--- src/rtl/fsb_tx_arbiter.sv ---
// fsb_tx_arbiter
//   Arbitrates NUM_REQ packet requesters onto a single registered FSB write
//   channel. Round-robin priority with burst locking: a grantee may keep the
//   channel for up to BURST_MAX consecutive packets while others wait. The
//   single output entry can be replaced in the same cycle it is consumed, so
//   the channel sustains one packet per cycle.
//
// Ports
//   clk, pipe_rst_n   clock (rising edge), async active-low reset
//   en_i              permits new packets to be accepted
//   req_v_i           per-requester packet valid
//   req_data_i        packets, requester i at [i*FSB_WIDTH +: FSB_WIDTH]
//   req_yumi_o        one-hot-or-zero: requester's packet taken this cycle
//   fsb_wvalid_o      registered packet valid toward the FSB adapter
//   fsb_wdata_o       registered packet
//   fsb_yumi_i        downstream consumed the presented packet
//   grant_id_o        requester index of the packet in the output register
//   pkt_cnt_o         per-requester accepted-packet counters (16 bit, wrap)
module fsb_tx_arbiter #(
    parameter int NUM_REQ   = 2,
    parameter int FSB_WIDTH = 80,
    parameter int BURST_MAX = 4
) (
    input  logic                      clk,
    input  logic                      pipe_rst_n,
    input  logic                      en_i,
    input  logic [NUM_REQ-1:0]        req_v_i,
    input  logic [NUM_REQ*FSB_WIDTH-1:0] req_data_i,
    output logic [NUM_REQ-1:0]        req_yumi_o,
    output logic                      fsb_wvalid_o,
    output logic [FSB_WIDTH-1:0]      fsb_wdata_o,
    input  logic                      fsb_yumi_i,
    output logic [2:0]                grant_id_o,
    output logic [NUM_REQ*16-1:0]     pkt_cnt_o
);

    localparam logic [3:0] BURST_LIM = 4'(BURST_MAX - 1);

    logic                          out_v_q, out_v_d;
    logic [FSB_WIDTH-1:0]          out_data_q, out_data_d;
    logic [2:0]                    out_id_q, out_id_d;
    logic [2:0]                    last_q, last_d;
    logic                          locked_q, locked_d;
    logic [3:0]                    burst_cnt_q, burst_cnt_d;
    logic [NUM_REQ-1:0][15:0]      pkt_cnt_q, pkt_cnt_d;

    // Valid vector widened to 8 so a 3-bit index is always in range.
    logic [7:0]           req_pad;
    logic [2:0]           win;
    logic                 found;
    logic                 load;
    logic [3:0]           idx;
    logic [FSB_WIDTH-1:0] win_data;

    assign req_pad = 8'(req_v_i);

    // Winner: stay on the locked grantee while its burst budget lasts,
    // otherwise scan round-robin starting just after the last grantee. The
    // scan ends on the last grantee itself, so a lone requester keeps going.
    always_comb begin
        win   = last_q;
        found = 1'b0;
        idx   = 4'd0;
        if (locked_q && req_pad[last_q] && (burst_cnt_q < BURST_LIM)) begin
            found = 1'b1;
        end else begin
            for (int k = 1; k <= NUM_REQ; k++) begin
                idx = 4'(last_q) + 4'(k);
                if (idx >= 4'(NUM_REQ)) idx = idx - 4'(NUM_REQ);
                if (!found && req_pad[idx[2:0]]) begin
                    found = 1'b1;
                    win   = idx[2:0];
                end
            end
        end
    end

    // Gated by reset so no requester sees a consume while reset is held.
    assign load = pipe_rst_n & en_i & found & (~out_v_q | fsb_yumi_i);

    // Only the winner's slice is muxed, so X on losing requesters' data
    // cannot reach the output register.
    always_comb begin
        win_data   = '0;
        req_yumi_o = '0;
        for (int i = 0; i < NUM_REQ; i++) begin
            if (win == 3'(i)) win_data = req_data_i[i*FSB_WIDTH +: FSB_WIDTH];
            req_yumi_o[i] = load && (win == 3'(i));
        end
    end

    always_comb begin
        out_v_d     = out_v_q;
        out_data_d  = out_data_q;
        out_id_d    = out_id_q;
        last_d      = last_q;
        locked_d    = locked_q;
        burst_cnt_d = burst_cnt_q;
        pkt_cnt_d   = pkt_cnt_q;
        if (load) begin
            out_v_d    = 1'b1;
            out_data_d = win_data;
            out_id_d   = win;
            last_d     = win;
            locked_d   = 1'b1;
            // Saturates at the limit: any value at or above it already
            // forces a round-robin scan, so counting further changes nothing.
            if (win == last_q && locked_q)
                burst_cnt_d = (burst_cnt_q < BURST_LIM) ? burst_cnt_q + 4'd1 : burst_cnt_q;
            else
                burst_cnt_d = 4'd0;
            for (int i = 0; i < NUM_REQ; i++)
                if (win == 3'(i)) pkt_cnt_d[i] = pkt_cnt_q[i] + 16'd1;
        end else begin
            if (fsb_yumi_i) out_v_d = 1'b0;
            // An idle grantee gives up its burst; with en_i low the
            // arbitration state is frozen.
            if (en_i && !req_pad[last_q]) locked_d = 1'b0;
        end
    end

    always_ff @(posedge clk or negedge pipe_rst_n) begin
        if (!pipe_rst_n) begin
            out_v_q     <= 1'b0;
            out_data_q  <= '0;
            out_id_q    <= 3'd0;
            last_q      <= 3'(NUM_REQ - 1);
            locked_q    <= 1'b0;
            burst_cnt_q <= 4'd0;
            pkt_cnt_q   <= '0;
        end else begin
            out_v_q     <= out_v_d;
            out_data_q  <= out_data_d;
            out_id_q    <= out_id_d;
            last_q      <= last_d;
            locked_q    <= locked_d;
            burst_cnt_q <= burst_cnt_d;
            pkt_cnt_q   <= pkt_cnt_d;
        end
    end

    assign fsb_wvalid_o = out_v_q;
    assign fsb_wdata_o  = out_data_q;
    assign grant_id_o   = out_id_q;
    assign pkt_cnt_o    = pkt_cnt_q;

endmodule

--- config.mk ---
export PLATFORM = sky130hd
export DESIGN_NAME = fsb_tx_arbiter
export DESIGN_NICKNAME = d
export VERILOG_FILES = /design/src/rtl/fsb_tx_arbiter.sv
export SDC_FILE = /design/constraint.sdc
export NUM_CORES = 1
export LEC_CHECK = 0
export CORE_MARGIN = 2
export CORE_UTILIZATION = 40
export CTS_CLUSTER_SIZE = 28
export DETAILED_ROUTE_END_ITERATION = 10
export PLACE_DENSITY = 0.9
export SYNTH_ARGS = -nofsm -noshare
export SYNTH_HDL_FRONTEND = slang
export SYNTH_SLANG_ARGS = --single-unit
--- constraint.sdc ---
create_clock -name clk -period 3.1 [get_ports clk]
set_clock_uncertainty 0.05 [all_clocks]
set_input_delay 0.31 -clock clk [delete_from_list [all_inputs] [get_ports clk]]
set_output_delay 0.31 -clock clk [all_outputs]
set_load 0.01 [all_outputs]
Word-level counts from Yosys, hierarchy flattened
Cells that the tools add are included.

word-level totals
  bits in registers = 124
  input port bits = 166
  logic and storage cells = 69
  output and inout bits = 118

cells by class
  equal/unequal tests = 3
  $add $sub $neg = 7
  reductions and logical operators = 15
  magnitude comparators = 6
  bitwise operators = 5
  mux-type cells = 25

operators by type and width
  operator                                                     number
  two-way mux 80 bit                                           2
  adder 16 x 1 -> 16 bit (second input constant)               2
  two-way mux 3 bit                                            7
  less-than comparator 3 x 4 -> 1 bit (second input constant)  3
  two-way mux 1 bit                                            11
  binary-select mux 1 bit (select 3 bit)                       3
  >= comparator 4 x 2 -> 1 bit (second input constant)         2
  two-way mux 4 bit                                            2
  logical AND 1 bit                                            7
  AND reduction 2 bit                                          3
  subtractor 3 x 2 -> 3 bit (second input constant)            2
  adder 3 x 1 -> 4 bit (second input constant)                 1
  adder 3 x 2 -> 4 bit (second input constant)                 1
  adder 4 x 1 -> 4 bit (second input constant)                 1
  less-than comparator 4 x 2 -> 1 bit (second input constant)  1
  nonzero test 2 bit                                           2
  bitwise AND 1 bit                                            3
  == test 3 x 1 -> 1 bit (second input constant)               1
  == test 3 bit                                                1
  zero test 3 bit                                              1
  zero test 1 bit                                              2
  inequality test 2 x 1 -> 1 bit (second input constant)       1
  inverter 1 bit                                               1
  OR 1 bit                                                     1

Longest topological paths before layout
  depth in word-level cells = 17
  mapped depth = 13
  gate-level depth less buffers = 10

Least setup slack after synthesis
OpenSTA, ideal clock, no wires.

  kind = reg2reg
  start point = register last_q[0]
  end point = register pkt_cnt_q, in the netlist pkt_cnt_o[1]
  data required time = 2925 ps
  stages on the path, launching flop included = 12
  buffers on the path = 3
  arrival time = 2461 ps
  clock period less this slack = 2635 ps
  library setup time = 125 ps
  slack = 465 ps
  cells stage by stage = dfstp_2 buf_6 inv_1 ha_1 nand2_1 mux2_2 nand2_1 a311oi_2 a211oi_2 buf_6 buf_6 mux2_2

between the ends
  cells in the longest elaborated chain, start to end = 15
  elaborated cells on any way between the ends = 31
  those cells by class = 4 x add/sub; 2 x order compare; 17 x mux; 2 x bitwise; 6 x reduce/logical

ends and longest elaborated chain
  item                                                                       line  source
  start: declaration                                                         42    logic [2:0] last_q, last_d;
  start signal: assignment                                                   127   last_q <= 3'(NUM_REQ - 1);
  start signal: assignment                                                   135   last_q <= last_d;
  adder 3 x 1 -> 4 bit                                                       68    idx = 4'(last_q) + 4'(k);
  >= comparator 4 x 2 -> 1 bit or subtractor 3 x 2 -> 3 bit (tied branches)  69    if (idx >= 4'(NUM_REQ)) idx = idx - 4'(NUM_REQ);
  two-way mux 3 bit                                                          69
  two-way mux 3 bit                                                          64    if (locked_q && req_pad[last_q] && (burst_cnt_q < BURST_LIM)) begin
  binary-select mux 1 bit (select 3 bit)                                     70    if (!found && req_pad[idx[2:0]]) begin
  two-way mux 1 bit (implied by the code)                                    70
  two-way mux 1 bit                                                          70
  two-way mux 1 bit                                                          64
  zero test 1 bit                                                            70
  logical AND 1 bit                                                          70
  two-way mux 1 bit                                                          70
  two-way mux 1 bit                                                          64
  bitwise AND 1 bit (2 in a row)                                             79    assign load = pipe_rst_n & en_i & found & (~out_v_q | fsb_yumi_i);
  AND reduction 2 bit (no line) *                                            n/a
  end signal: assignment                                                     138   pkt_cnt_q <= pkt_cnt_d;
  end: declaration                                                           45    logic [NUM_REQ-1:0][15:0] pkt_cnt_q, pkt_cnt_d;

Mark *: on every way between the ends. The rest lies on a longest branch, timed or not. The select of a mux whose other input is x is not followed.
A chain may end at the register's enable or synchronous reset.

==> impl_metrics.ini <==
[worst_setup_path]
reg2reg_depth = 11
critical_path_cell_count = 9
path_class = register to output port
worstPathRequired_ns = 2.74
r2r_start = last_q[0]$_DFFE_PN1P_
cp_slowest_cell = dfrtp_1
regToRegEndpoint = fsb_wdata_o[19]$_DFFE_PN0P_
cpMostUsedCell = inv_4
crit_path_cell_trace = inv_4 -> ha_1 -> a21boi_0 -> mux2_2 -> nand2_1 -> nand4_1 -> a31o_2 -> inv_4 -> clkdlybuf4s15_2
endpoint = req_yumi_o[1]
cp_num_buf_inv = 3
worst-r2r-setup-slack_ns = 0.17
critPathCaptureType = output port
crit_arrival_ns = 2.63
worstPathMaxFanout = 7
crit_start = grant_id_o[1]$_DFFE_PN0P_
slowest_delay_ns = 0.48
worstSetupStartpointType = register
cp_top_family = compound AO/OA/AOI/OAI gates

[synth]
ys_seq_elements = 122
syn_area_um2 = 5570
synth_area_leaders = dfrtp_1 54%, a221o_1 14%, and2_1 7.4%
synth_area_per_cell_um2 = 12.0
synth_cell_types = 40
synth_edf_count = 0
synth_commonest_cells = 121 x dfrtp_1, 78 x a221o_1, 66 x and2_1
yosysTopAreaCellShare = 0.544
async_flop_share = 1.00
synth_seq_area_share = 0.549
yosys_warnings = 0
yosysMostFrequentCell = dfrtp_1
synth_top_area_cell = dfrtp_1
synthCells = 465
synthFlopType = dfrtp_1
synth_nets = 640

[routing]
drt_iter0_markers = 417
vias = 4981
met1_length_um = 6760
wl_per_cell_um = 18.4
drtAntennaViolNets = 0
top_layer = met4
drt-total-wl_um = 17200
viasPerCell = 5.30
dr_wl_met2_um = 8900
drt_first_pass_iters = 4
met3_length_um = 1190
drc_errors = 0

[placement]
placed_cells = 906
place_congestion = 0.886
place_hpwl_um = 12400
port_buffers = 283

[die]
die-width_um = 122
rows = 43
die_area_um2 = 14900
core-area_um2 = 13700
initial_core_util = 0.406
io_pins = 284
die_h_um = 122

[layout]
fin_nets = 923
fin_util = 0.670
syn2layout_area_growth_pct = 65.1
instances_no_fill = 939
diodes = 0
multiInputGateArea_um2 = 2310
drive_above_1_share = 0.0777
seqCellArea_um2 = 3050
fill_cells = 986

[cts]
insertion_delay_ns = 0.42
root_buffer = clkbuf_16
cts_max_path_buffers = 2
htreeDepth = 4
cts_tree = done
path_clk_slew_ns = 0.05
numCtsBuffers = 17
cts_sinks = 122

[sta]
max-slew-margin-rel = 0.370
slew_violations = 0
clock.fmax_ghz = 0.334
hold_violations = 0
worst_pin_slew_ns = 0.945
min_period_ns = 2.99
period_share = 0.964
finalSetupViolations = 0

[global_route]
overflow = 0
antenna_found_initial = 0
grtUsageTotal = 0.234
grt_max_degree = 77
grt_pass1_wl_um = 26700
grt_pass1_vias = 5191

[power_and_ir_drop]
max-vdd-ir-drop_uv = 443
pwr-share-seq = 0.337
pwr_density_cell_nw_per_um2 = 859
netSwitchingPower_uw = 2480
p_comb_frac = 0.421
power_frac_clock = 0.242
power.internal_uw = 5420
p_leak_uw = 0.00389
switching_share = 0.314

[min_path]
hp-class = register to register

[run_status]
status = complete, no violations

[job]
max_cap_viol_count = 0
[how the worst min path moves through the flow]
stage / start / to / cells after the start
4_1_cts: pkt_cnt_o[31]$_DFFE_PN0P_ / pkt_cnt_o[31]$_DFFE_PN0P_ / 1
3_5_place_dp: pipe_rst_n / fsb_wdata_o[76]$_DFFE_PN0P_ / 2
5_1_grt: pkt_cnt_o[31]$_DFFE_PN0P_ / pkt_cnt_o[31]$_DFFE_PN0P_ / 1
2_1_floorplan: pipe_rst_n / burst_cnt_q[0]$_DFFE_PN0P_ / 0
6_report: pkt_cnt_o[31]$_DFFE_PN0P_ / pkt_cnt_o[31]$_DFFE_PN0P_ / 1
3_3_place_gp: pipe_rst_n / fsb_wdata_o[76]$_DFFE_PN0P_ / 2
[metal layers]
layer | track usage | vias to the layer above
met3 | 0.0744 | 31
met5 | 0 | -
li1 | - | 2276
met2 | 0.394 | 227
met4 | 0.0927 | 0
met1 | 0.278 | 2447
[worst register-to-register path, cell delays in order, from the launching register on]
cell,delay [ns]
dfstp_2,0.58
inv_1,0.13
ha_4,0.18
nor3b_1,0.26
xnor2_1,0.20
nor2_1,0.11
a311oi_2,0.37
a211oi_4,0.10
buf_4,0.18
buf_12,0.16
and2_1,0.20
a221o_1,0.28
[cells by family (layout without fill, tap and decap cells)]
group	Yosys count	count (layout)	share of synthesized area
multiplexers	7	7	0.0133
AND/OR/NAND/NOR	162	162	0.169
AO/OA/AOI/OAI	92	92	0.159
adder cells (fa/ha/maj)	9	9	0.0202
XOR/XNOR	32	32	0.0503
buffers and inverters	41	335	0.0398
flip-flops	122	122	0.549
[placed cells by master (no fill, tap or decap), drive strengths merged, types with 5 or more instances in the layout]
master and instances:
nor2 12, and3 8, nand2 16, xnor2 30, nand3 12, clkinv 6
a221o 78, buf 14, o21ai 5, clkdlybuf4s50 280, nor2b 15, nand4 18
clkbuf 21, ha 9, dfrtp 121, and2 71, inv 9
[per-stage QoR]
step	hold WS [ns]	setup TNS, ns	total power, uW	cell area, um2	setup WS (ns)
4_1_cts	0.423	0	7940	9180	0.0296
3_3_place_gp	0.402	0	5850	8580	0.196
6_report	0.429	0	7890	9190	0.110
5_1_grt	0.428	-0.0210	8290	9190	-0.0210
2_1_floorplan	-0.0356	0	4110	5570	0.465
3_5_place_dp	0.410	0	5960	8580	0.128
[layout make-up]
cell class / count / area share
timing repair buffer: 296 / 0.325
clock inverter: 9 / 0.0106
tap: 180 / 0.0245
sequential: 122 / 0.332
multi-input combinational: 302 / 0.252
inverter: 9 / 0.00422
clock buffer: 21 / 0.0512
[power by group through the flow]
stage	clock, uW	combinational (uW)	sequential [uW]
2_1_floorplan	0	1270	2840
3_3_place_gp	0	3210	2640
3_5_place_dp	0	3310	2650
4_1_cts	1940	3340	2660
5_1_grt	2010	3560	2730
6_report	1910	3320	2660
[state kept, by name, summed over array words and instances, names as in the netlist]
| register | count |
|---|---|
| pkt_cnt_o | 32 |
| fsb_wvalid_o | 1 |
| burst_cnt_q | 4 |
| locked_q | 1 |
| last_q | 1 |
| grant_id_o | 3 |
| fsb_wdata_o | 80 |
[timing repair]
item,CTS,global route
setup endpoints to repair,2,38
hold buffers,1,0
pin swaps,4,2
endpoints found under the hold margin,47,0
resized for setup,9,2
setup buffers,2,0
(Power assumes the default switching activity.)
